[src/rtl/ex_mem_stage_if.sv]
// ex_mem_stage_if: bundles the ID/EX-side inputs, the MEM-side handshake
// and the registered EX/MEM outputs of the execute stage.
// The "slave" modport is the execute stage itself; "master" is its
// surroundings (ID/EX register on one side, MEM stage on the other).
interface ex_mem_stage_if #(
  parameter int DATA_W     = 32,
  parameter int REG_ADDR_W = 5
);
  // ID/EX side
  logic                  id_valid;
  logic                  id_ready;
  logic                  id_flush;
  logic [2:0]            id_alu_ctrl;
  logic [DATA_W-1:0]     id_operand_a;
  logic [DATA_W-1:0]     id_operand_b;
  logic [DATA_W-1:0]     id_store_data;
  logic [DATA_W-1:0]     id_branch_target;
  logic [REG_ADDR_W-1:0] id_dest_reg;
  logic                  id_reg_write;
  logic                  id_mem_read;
  logic                  id_mem_write;
  logic                  id_branch;

  // EX/MEM side
  logic                  ex_valid;
  logic                  mem_ready;
  logic [DATA_W-1:0]     ex_result;
  logic                  ex_zero;
  logic [DATA_W-1:0]     ex_store_data;
  logic [DATA_W-1:0]     ex_branch_target;
  logic [REG_ADDR_W-1:0] ex_dest_reg;
  logic                  ex_reg_write;
  logic                  ex_mem_read;
  logic                  ex_mem_write;
  logic                  ex_branch_taken;
  logic                  ex_overflow;

  modport slave (
    input  id_valid, id_flush, id_alu_ctrl, id_operand_a, id_operand_b,
           id_store_data, id_branch_target, id_dest_reg,
           id_reg_write, id_mem_read, id_mem_write, id_branch,
           mem_ready,
    output id_ready, ex_valid, ex_result, ex_zero, ex_store_data,
           ex_branch_target, ex_dest_reg, ex_reg_write, ex_mem_read,
           ex_mem_write, ex_branch_taken, ex_overflow
  );

  modport master (
    output id_valid, id_flush, id_alu_ctrl, id_operand_a, id_operand_b,
           id_store_data, id_branch_target, id_dest_reg,
           id_reg_write, id_mem_read, id_mem_write, id_branch,
           mem_ready,
    input  id_ready, ex_valid, ex_result, ex_zero, ex_store_data,
           ex_branch_target, ex_dest_reg, ex_reg_write, ex_mem_read,
           ex_mem_write, ex_branch_taken, ex_overflow
  );
endinterface

[src/rtl/ex_mem_stage.sv]
// ex_mem_stage: MIPS execute stage (ALU, zero flag, BEQ resolution) and the
// EX/MEM pipeline register behind a valid/ready handshake.
// Optional feature macro: EX_OVERFLOW_TRAP_EN -- when defined, a signed
// overflow on ADD/SUB raises ex_overflow and suppresses the register write.
// When undefined, ex_overflow is tied low and adds/subs simply wrap.
module ex_mem_stage #(
  parameter int DATA_W     = 32,
  parameter int REG_ADDR_W = 5
) (
  input  logic          clk,
  input  logic          rst_n,
  ex_mem_stage_if.slave bus
);

  localparam logic [2:0] ALU_AND = 3'b000;
  localparam logic [2:0] ALU_OR  = 3'b001;
  localparam logic [2:0] ALU_ADD = 3'b010;
  localparam logic [2:0] ALU_SUB = 3'b110;
  localparam logic [2:0] ALU_SLT = 3'b111;

  typedef enum logic {
    EMPTY = 1'b0,
    FULL  = 1'b1
  } state_t;

  state_t state, next_state;

  logic              accept;
  logic              clear_ctrl;
  logic              id_ready;

  logic [DATA_W-1:0] sum;
  logic [DATA_W-1:0] diff;
  logic [DATA_W-1:0] alu_result;
  logic              cap_reg_write;
  logic              cap_overflow;

  logic [DATA_W-1:0]     result_q;
  logic                  zero_q;
  logic [DATA_W-1:0]     store_data_q;
  logic [DATA_W-1:0]     branch_target_q;
  logic [REG_ADDR_W-1:0] dest_reg_q;
  logic                  reg_write_q;
  logic                  mem_read_q;
  logic                  mem_write_q;
  logic                  branch_q;
  logic                  overflow_q;

  assign sum  = bus.id_operand_a + bus.id_operand_b;
  assign diff = bus.id_operand_a - bus.id_operand_b;

  // ALU result for the instruction presented by ID/EX; unknown codes give 0
  always_comb begin
    alu_result = '0;
    case (bus.id_alu_ctrl)
      ALU_AND: alu_result = bus.id_operand_a & bus.id_operand_b;
      ALU_OR:  alu_result = bus.id_operand_a | bus.id_operand_b;
      ALU_ADD: alu_result = sum;
      ALU_SUB: alu_result = diff;
      ALU_SLT: alu_result = {{(DATA_W-1){1'b0}},
                             ($signed(bus.id_operand_a) < $signed(bus.id_operand_b))};
      default: alu_result = '0;
    endcase
  end

`ifdef EX_OVERFLOW_TRAP_EN
  logic alu_ovf;

  // Signed overflow detection for ADD/SUB; an overflowing result may not be written back
  always_comb begin
    alu_ovf = 1'b0;
    case (bus.id_alu_ctrl)
      ALU_ADD: alu_ovf = (bus.id_operand_a[DATA_W-1] == bus.id_operand_b[DATA_W-1]) &&
                         (sum[DATA_W-1] != bus.id_operand_a[DATA_W-1]);
      ALU_SUB: alu_ovf = (bus.id_operand_a[DATA_W-1] != bus.id_operand_b[DATA_W-1]) &&
                         (diff[DATA_W-1] != bus.id_operand_a[DATA_W-1]);
      default: alu_ovf = 1'b0;
    endcase
  end

  assign cap_reg_write = bus.id_reg_write & ~alu_ovf;
  assign cap_overflow  = alu_ovf;
`else
  assign cap_reg_write = bus.id_reg_write;
  assign cap_overflow  = 1'b0;
`endif

  // A full entry that MEM takes this cycle frees the slot, so refill happens without a bubble
  assign id_ready     = (state == EMPTY) | bus.mem_ready;
  assign bus.id_ready = id_ready;

  // Occupancy register of the EX/MEM slot
  always_ff @(posedge clk or negedge rst_n) begin
    if (!rst_n) state <= EMPTY;
    else        state <= next_state;
  end

  // Next occupancy and load/clear decisions; flush beats everything else
  always_comb begin
    next_state = state;
    accept     = bus.id_valid & id_ready & ~bus.id_flush;
    case (state)
      EMPTY: begin
        if (accept) next_state = FULL;
      end
      FULL: begin
        if (bus.id_flush)       next_state = EMPTY;
        else if (accept)        next_state = FULL;
        else if (bus.mem_ready) next_state = EMPTY;
      end
      default: next_state = EMPTY;
    endcase
    clear_ctrl = (next_state == EMPTY);
  end

  // EX/MEM payload: load on accept, drop control bits whenever the slot empties
  always_ff @(posedge clk or negedge rst_n) begin
    if (!rst_n) begin
      result_q        <= '0;
      zero_q          <= 1'b0;
      store_data_q    <= '0;
      branch_target_q <= '0;
      dest_reg_q      <= '0;
      reg_write_q     <= 1'b0;
      mem_read_q      <= 1'b0;
      mem_write_q     <= 1'b0;
      branch_q        <= 1'b0;
      overflow_q      <= 1'b0;
    end else if (accept) begin
      result_q        <= alu_result;
      zero_q          <= (alu_result == '0);
      store_data_q    <= bus.id_store_data;
      branch_target_q <= bus.id_branch_target;
      dest_reg_q      <= bus.id_dest_reg;
      reg_write_q     <= cap_reg_write;
      mem_read_q      <= bus.id_mem_read;
      mem_write_q     <= bus.id_mem_write;
      branch_q        <= bus.id_branch;
      overflow_q      <= cap_overflow;
    end else if (clear_ctrl) begin
      reg_write_q     <= 1'b0;
      mem_read_q      <= 1'b0;
      mem_write_q     <= 1'b0;
      branch_q        <= 1'b0;
      overflow_q      <= 1'b0;
    end
  end

  assign bus.ex_valid         = (state == FULL);
  assign bus.ex_result        = result_q;
  assign bus.ex_zero          = zero_q;
  assign bus.ex_store_data    = store_data_q;
  assign bus.ex_branch_target = branch_target_q;
  assign bus.ex_dest_reg      = dest_reg_q;
  assign bus.ex_reg_write     = reg_write_q;
  assign bus.ex_mem_read      = mem_read_q;
  assign bus.ex_mem_write     = mem_write_q;
  assign bus.ex_branch_taken  = (state == FULL) & branch_q & zero_q;
  assign bus.ex_overflow      = overflow_q;

endmodule

[src/flat_wrapper.sv]
// flat-port wrapper written by rule: the top's interface ports become plain ports
module ex_mem_stage_flat 
#(
  parameter int DATA_W     = 32,
  parameter int REG_ADDR_W = 5
)
  (clk, rst_n, bus_id_valid, bus_id_flush, bus_id_alu_ctrl, bus_id_operand_a, bus_id_operand_b, bus_id_store_data, bus_id_branch_target, bus_id_dest_reg, bus_id_reg_write, bus_id_mem_read, bus_id_mem_write, bus_id_branch, bus_mem_ready, bus_id_ready, bus_ex_valid, bus_ex_result, bus_ex_zero, bus_ex_store_data, bus_ex_branch_target, bus_ex_dest_reg, bus_ex_reg_write, bus_ex_mem_read, bus_ex_mem_write, bus_ex_branch_taken, bus_ex_overflow);
  ex_mem_stage_if #(.DATA_W(DATA_W), .REG_ADDR_W(REG_ADDR_W)) bus_i ();
  input  logic clk;
  input  logic rst_n;
  input wire logic [$bits(bus_i.id_valid)-1:0] bus_id_valid;
  input wire logic [$bits(bus_i.id_flush)-1:0] bus_id_flush;
  input wire logic [$bits(bus_i.id_alu_ctrl)-1:0] bus_id_alu_ctrl;
  input wire logic [$bits(bus_i.id_operand_a)-1:0] bus_id_operand_a;
  input wire logic [$bits(bus_i.id_operand_b)-1:0] bus_id_operand_b;
  input wire logic [$bits(bus_i.id_store_data)-1:0] bus_id_store_data;
  input wire logic [$bits(bus_i.id_branch_target)-1:0] bus_id_branch_target;
  input wire logic [$bits(bus_i.id_dest_reg)-1:0] bus_id_dest_reg;
  input wire logic [$bits(bus_i.id_reg_write)-1:0] bus_id_reg_write;
  input wire logic [$bits(bus_i.id_mem_read)-1:0] bus_id_mem_read;
  input wire logic [$bits(bus_i.id_mem_write)-1:0] bus_id_mem_write;
  input wire logic [$bits(bus_i.id_branch)-1:0] bus_id_branch;
  input wire logic [$bits(bus_i.mem_ready)-1:0] bus_mem_ready;
  output wire logic [$bits(bus_i.id_ready)-1:0] bus_id_ready;
  output wire logic [$bits(bus_i.ex_valid)-1:0] bus_ex_valid;
  output wire logic [$bits(bus_i.ex_result)-1:0] bus_ex_result;
  output wire logic [$bits(bus_i.ex_zero)-1:0] bus_ex_zero;
  output wire logic [$bits(bus_i.ex_store_data)-1:0] bus_ex_store_data;
  output wire logic [$bits(bus_i.ex_branch_target)-1:0] bus_ex_branch_target;
  output wire logic [$bits(bus_i.ex_dest_reg)-1:0] bus_ex_dest_reg;
  output wire logic [$bits(bus_i.ex_reg_write)-1:0] bus_ex_reg_write;
  output wire logic [$bits(bus_i.ex_mem_read)-1:0] bus_ex_mem_read;
  output wire logic [$bits(bus_i.ex_mem_write)-1:0] bus_ex_mem_write;
  output wire logic [$bits(bus_i.ex_branch_taken)-1:0] bus_ex_branch_taken;
  output wire logic [$bits(bus_i.ex_overflow)-1:0] bus_ex_overflow;
  assign bus_i.id_valid = bus_id_valid;
  assign bus_i.id_flush = bus_id_flush;
  assign bus_i.id_alu_ctrl = bus_id_alu_ctrl;
  assign bus_i.id_operand_a = bus_id_operand_a;
  assign bus_i.id_operand_b = bus_id_operand_b;
  assign bus_i.id_store_data = bus_id_store_data;
  assign bus_i.id_branch_target = bus_id_branch_target;
  assign bus_i.id_dest_reg = bus_id_dest_reg;
  assign bus_i.id_reg_write = bus_id_reg_write;
  assign bus_i.id_mem_read = bus_id_mem_read;
  assign bus_i.id_mem_write = bus_id_mem_write;
  assign bus_i.id_branch = bus_id_branch;
  assign bus_i.mem_ready = bus_mem_ready;
  assign bus_id_ready = bus_i.id_ready;
  assign bus_ex_valid = bus_i.ex_valid;
  assign bus_ex_result = bus_i.ex_result;
  assign bus_ex_zero = bus_i.ex_zero;
  assign bus_ex_store_data = bus_i.ex_store_data;
  assign bus_ex_branch_target = bus_i.ex_branch_target;
  assign bus_ex_dest_reg = bus_i.ex_dest_reg;
  assign bus_ex_reg_write = bus_i.ex_reg_write;
  assign bus_ex_mem_read = bus_i.ex_mem_read;
  assign bus_ex_mem_write = bus_i.ex_mem_write;
  assign bus_ex_branch_taken = bus_i.ex_branch_taken;
  assign bus_ex_overflow = bus_i.ex_overflow;
  ex_mem_stage #(.DATA_W(DATA_W), .REG_ADDR_W(REG_ADDR_W)) u_core (.clk(clk), .rst_n(rst_n), .bus(bus_i));
endmodule
[config.mk]
export PLATFORM = sky130hd
export DESIGN_NAME = ex_mem_stage_flat
export DESIGN_NICKNAME = d
export VERILOG_FILES = /design/src/rtl/ex_mem_stage_if.sv /design/src/rtl/ex_mem_stage.sv /design/src/flat_wrapper.sv
export SDC_FILE = /design/constraint.sdc
export NUM_CORES = 1
export LEC_CHECK = 0
export ABC_CLOCK_PERIOD_IN_PS = 4440
export BUFFER_PORTS_ARGS = -buffer_cell sky130_fd_sc_hd__buf_4
export CAP_MARGIN = 20
export CORE_UTILIZATION = 30
export DETAILED_ROUTE_END_ITERATION = 8
export MAX_ROUTING_LAYER = met4
export PLACE_DENSITY = 0.62
export SLEW_MARGIN = 25
export SYNTH_ARGS = -nofsm -noshare
export SYNTH_HDL_FRONTEND = slang
export SYNTH_SLANG_ARGS = --single-unit
[constraint.sdc]
create_clock -name clk -period 4.44 [get_ports clk]
set_input_delay 0.888 -clock clk [delete_from_list [all_inputs] [get_ports clk]]
set_output_delay 0.888 -clock clk [all_outputs]
set_load 0.02 [all_outputs]
### Word level (Yosys, flattened, before mapping)

Cells that the tools add are included.

* word-level logic and storage cells: 42
* bits of input ports: 145
* register bits after elaboration: 108
* output and inout port bits: 109

* magnitude comparators: 1
* add/subtract/negate cells: 2
* reductions and logical operators: 2
* multiplexer cells: 12
* equal/unequal tests: 5
* bitwise operators: 9

Operator list (count)
* $pmux W32 S5: 1
* $add A32 B32 Y32: 1
* $and A32 B32 Y32: 1
* $logic_not A32 Y1: 1
* $lt A32 B32 Y1: 1
* $or A32 B32 Y32: 1
* $sub A32 B32 Y32: 1
* $mux W1: 10
* $eq A3 B3 Y1 const B: 2
* $and A1 B1 Y1: 4
* $eq A3 B1 Y1 const B: 1
* $eq A3 B2 Y1 const B: 1
* $logic_not A3 Y1: 1
* $ne A2 B2 Y1 const B: 1
* $not A1 Y1: 2
* $pmux W1 S2: 1
* $or A1 B1 Y1: 1

### Longest topological paths before layout

* depth in word-level cells: 9
* depth in mapped cells: 14
* mapped depth without buffers: 14

### Worst setup path after synthesis

No wires, ideal clock.

* path kind: in2reg
* from: input port bus_id_operand_a[0]
* to: register u_core.zero_q, in the netlist u_core.bus.ex_zero
* data required time: 4.373 ns
* path buffers: 0
* data arrival time: 3.811 ns
* stages: 14
* library setup time: 0.067 ns
* path slack: 0.562 ns
* path through: inv_1 -> ha_1 -> fa_1 -> o21ba_1 -> or4_4 -> a21oi_2 -> a211o_1 -> o21ai_1 -> o31ai_1 -> mux2_2 -> a22oi_1 -> o2111ai_1 -> nor4_1 -> a32o_1

* word-level cells in the longest chain between the ends: 3
* elaborated cells on any way between the ends: 7
* classes of those cells: add/sub: 2; order compare: 1; mux: 1; bitwise: 2; reduce/logical: 1

RTL lines
* from (decl): line flat_wrapper.sv:14 `input wire logic [$bits(bus_i.id_operand_a)-1:0] bus_id_operand_a;`
* $sub A32 B32 Y32, or another cell as far along: line ex_mem_stage.sv:50 `assign diff = bus.id_operand_a - bus.id_operand_b;`
* $pmux W32 S5 *: line ex_mem_stage.sv:55 `case (bus.id_alu_ctrl)`
* $logic_not A32 Y1 *: line ex_mem_stage.sv:131 `zero_q <= (alu_result == '0);`
* to (signal assigned): line ex_mem_stage.sv:131
* to (decl): line ex_mem_stage.sv:39 `logic zero_q;`

Mark *: on every way between the ends. The rest lies on a longest branch, timed or not.
A chain may end at the register's enable or synchronous reset.

### Final worst setup path

* from: input port bus_id_operand_b[0]
* to: register u_core.zero_q, in the netlist u_core.bus.ex_zero

* word-level cells in the longest chain between the ends: 3
* elaborated cells on any way between the ends: 7
* classes of those cells: add/sub: 2; order compare: 1; mux: 1; bitwise: 2; reduce/logical: 1

RTL lines
* from (decl): line flat_wrapper.sv:15 `input wire logic [$bits(bus_i.id_operand_b)-1:0] bus_id_operand_b;`
* $sub A32 B32 Y32, or another cell as far along: line ex_mem_stage.sv:50
* $pmux W32 S5 *: line ex_mem_stage.sv:55
* $logic_not A32 Y1 *: line ex_mem_stage.sv:131

Marks and branches as above.

==> results.yml <==
run_status:
  status: "finished, final reports clean"
logic_synthesis:
  synth_area_per_cell_sq_um: 7.549
  synth-edff-count: 0
  synthTopCellsByArea: "dfrtp_1 (29%), ha_1 (13%), nand2_1 (12%), inv_1 (4.3%), a21oi_1 (4.0%)"
  yosysSeqAreaShare_pct: 28.81
  yosysUniqueCellTypes: 84
  synth_top_area_share_pct: 28.81
  ys.flop_type: "dfrtp_1"
  syn_nets: 1478
  synthCells: 1231
  yosys_warnings: 0
  synth_area_sq_um: 9293
  async_reset_ff_share_pct: 100.0
  synth-seq-cells: 107
  synth_area_leader_cell: "dfrtp_1"
sta:
  tns_ns: 0
  final.period_utilization_pct: 92.67
  finalHoldViolCount: 0
  fmax_mhz: 243.0
  rsz0062_at_grt: "no"
  slew_violations: 0
  slew_headroom_pct: 40.51
  setup_viol: 0
  fin_worst_skew_ns: 0.005869
  worstMarginPinSlew_ns: 0.8923
  worst_slack_ns: 0.3256
  period_minus_slack_ns: 4.114
die:
  die_h_microns: 178
  initial_core_util_pct: 30.46
  coreArea_sq_um: 30510
  io_pins: 254
  num_rows: 64
  dieArea_sq_um: 31680
  die_x_microns: 178
worst_setup_path:
  critPathMaxFanout: 4
  end_kind: "register"
  cp.required_ns: 4.72
  crit_type: "input pin to register"
  crit_slowest_cell: "or4_4"
  crit_path_start_kind: "input pin"
  crit_buf_inv: 1
  crit_arrival_ns: 4.40
  cp_top_family: "compound AO/OA/AOI/OAI gates"
  crit_path_max_incr_delay_ns: 0.46
  path_cells: "buf_4, ha_1, fa_1, o21ba_1, or4_4, a21oi_2, a211o_1, o21ai_1, o31ai_1, mux2_2, a22oi_1, o2111ai_1, nor4_1, a32o_1"
  rrSetupSlack_ns: 1.50
detailed_routing:
  dr_total_vias: 9581
  wirelength_mm: 34.61
  avgRoutedWirePerCell_microns: 18.50
  vias_per_cell: 5.121
  antenna_left: 0
  drt_pass1_iterations: 5
  drt_drc_violations_left: 0
  first_iter_violations: 854
global_routing:
  grt_pass1_vias: 9138
  grt_max_degree: 71
  grt_pass1_wl_mm: 51.70
  antenna_found_initial: 1
  gr-usage-all-layers_pct: 21.92
  overflow: 0
place:
  place_area_sq_um: 11750
  hpwl_mm: 27.77
  pre_cts_ws_ns: 0.0001532
  placedCellCount: 1854
  io_buffers: 252
  gp_congestion: 0.9443
clock_tree:
  clock_sinks: 107
  post-cts-setup-buffers: 0
  cts_tree: "yes"
  cts_made_buffers: 9
  cts_resized: 0
  insertion_delay_ns: 0.35
  clock_path_buffers: 2
  htreeDepth: 3
  cts_root_buf: "clkbuf_16"
  clk_pin_slew_worst_paths_ns: 0.08
  cts_hold_buf: 0
final_layout:
  finish.instance_area_sq_um: 12050
  nNetsFinal: 1716
  drive_gt1_share_pct: 23.47
  nFillCells: 3227
  area_growth_pct: 29.72
  final_cells: 1871
  post-route-util_pct: 39.51
power:
  power.density_nw_per_um2: 292.3
  p_leak_nw: 6.147
  vdd_drop_max_uv: 227.8
run:
  cap_violations: 0
min_path:
  hp-class: "register to register"
synthesized netlist by cell type (10+ instances only):
library cell	count
ha_1	100
a211oi_1	10
nand2_1	302
a21oi_1	74
a22oi_1	10
o211ai_1	16
dfrtp_1	107
clkbuf_1	52
mux2i_1	18
buf_2	15
a31oi_1	16
nand3_1	15
o22ai_1	10
nor3_1	14
o31ai_1	10
nand4_1	13
inv_1	106
xnor2_1	16
nor4_1	12
a21o_1	15
nor2b_1	10
o21ai_0	56
nor2_1	82
cell usage in the layout (no fill, tap or decap), types with 3 or more instances in the layout:
master / count
and2_1: 4
dfrtp_1: 107
mux2i_1: 18
a21oi_2: 4
nor2_1: 81
buf_4: 299
o211ai_1: 16
nor2b_1: 9
a21o_1: 15
a21oi_1: 74
nand3_1: 15
nor4_1: 12
and3_1: 7
nand2_1: 302
o21ai_1: 5
o21a_1: 8
a211oi_1: 10
o22ai_1: 10
a221o_1: 3
a221oi_1: 6
inv_1: 106
o31ai_1: 10
or2_2: 3
or4_1: 5
nand4_1: 13
clkbuf_16: 9
o21ai_0: 56
and4_1: 4
o2111ai_1: 8
xnor2_1: 16
or3_1: 7
ha_1: 100
a31oi_1: 16
nand2b_1: 9
a22oi_1: 10
nor4b_1: 3
nor3_1: 14
o21bai_1: 8
a211o_1: 3
a31o_2: 4
cell type report:
type                            instances  area, sq um  area share [%]
Inverter                              107        401.6           3.332
Clock inverter                          7        75.07          0.6228
Antenna cell                            1        2.502         0.02076
Timing Repair Buffer                  300         2265           18.79
Sequential cell                       107         2678           22.21
Multi-Input combinational cell        944         5912           49.04
Clock buffer                            9        225.2           1.868
Tap cell                              396        495.5           4.110
per-layer routing:
| layer | wire (microns) | track usage (%) | up-vias |
|---|---|---|---|
| li1 | - | - | 4683 |
| met1 | 14930 | 27.55 | 4441 |
| met2 | 15860 | 35.13 | 415 |
| met3 | 2937 | 4.049 | 42 |
| met4 | 881 | 7.621 | 0 |
| met5 | 0 | - | - |
kinds of logic after synthesis:
kind of cell / after synthesis / share of synthesized area [%]
simple gates: 502 / 23.64
compound gates: 301 / 22.05
buf+inv: 180 / 7.675
flops: 107 / 28.81
fa+ha+maj: 102 / 13.90
mux: 20 / 2.181
xor+xnor: 18 / 1.696
other cells: 1 / 0.04035
final timing paths:
check	endpoint	startpoint	cells past startpoint
min in group asynchronous	u_core.bus.ex_branch_target[14]	rst_n	1
setup / recovery	u_core.bus.ex_zero	bus_id_operand_b[0]	14
hold reg to reg	u_core.bus.ex_result[19]	u_core.bus.ex_result[19]	2
max in group asynchronous	u_core.bus.ex_branch_target[18]	rst_n	2
hold / removal	u_core.bus.ex_result[19]	u_core.bus.ex_result[19]	2
setup reg to reg	u_core.bus.ex_zero	u_core.bus.ex_valid	11
worst reg2reg max path, cell delays in order (launching register included):
cell       delay, ns
dfrtp_1         0.39
nor2b_1         0.21
inv_1           0.19
nand3b_1        0.23
a221oi_1        0.39
nand2_1         0.11
nor4_1          0.23
o2111ai_1       0.18
and4b_1         0.28
nand4_1         0.12
nor4_1          0.34
a32o_1          0.21
power breakdown:
group,internal [mW],switching [mW],total [mW]
clock network,0.442,0.381,0.823
registers,1.12,0.0882,1.21
logic,0.599,0.895,1.49
total,2.16,1.36,3.52
per-stage QoR:
| stage | hold WS, ns | total power, mW |
|---|---|---|
| final | 0.4725 | 3.523 |
| after global routing | 0.4958 | 3.728 |
| after CTS | 0.4770 | 3.543 |
| after detailed placement | 0.4596 | 2.712 |
| after global placement | 0.4580 | 2.697 |
| after floorplan | 0.4855 | 2.042 |
No activity file was read; power rests on OpenSTA's default activity.
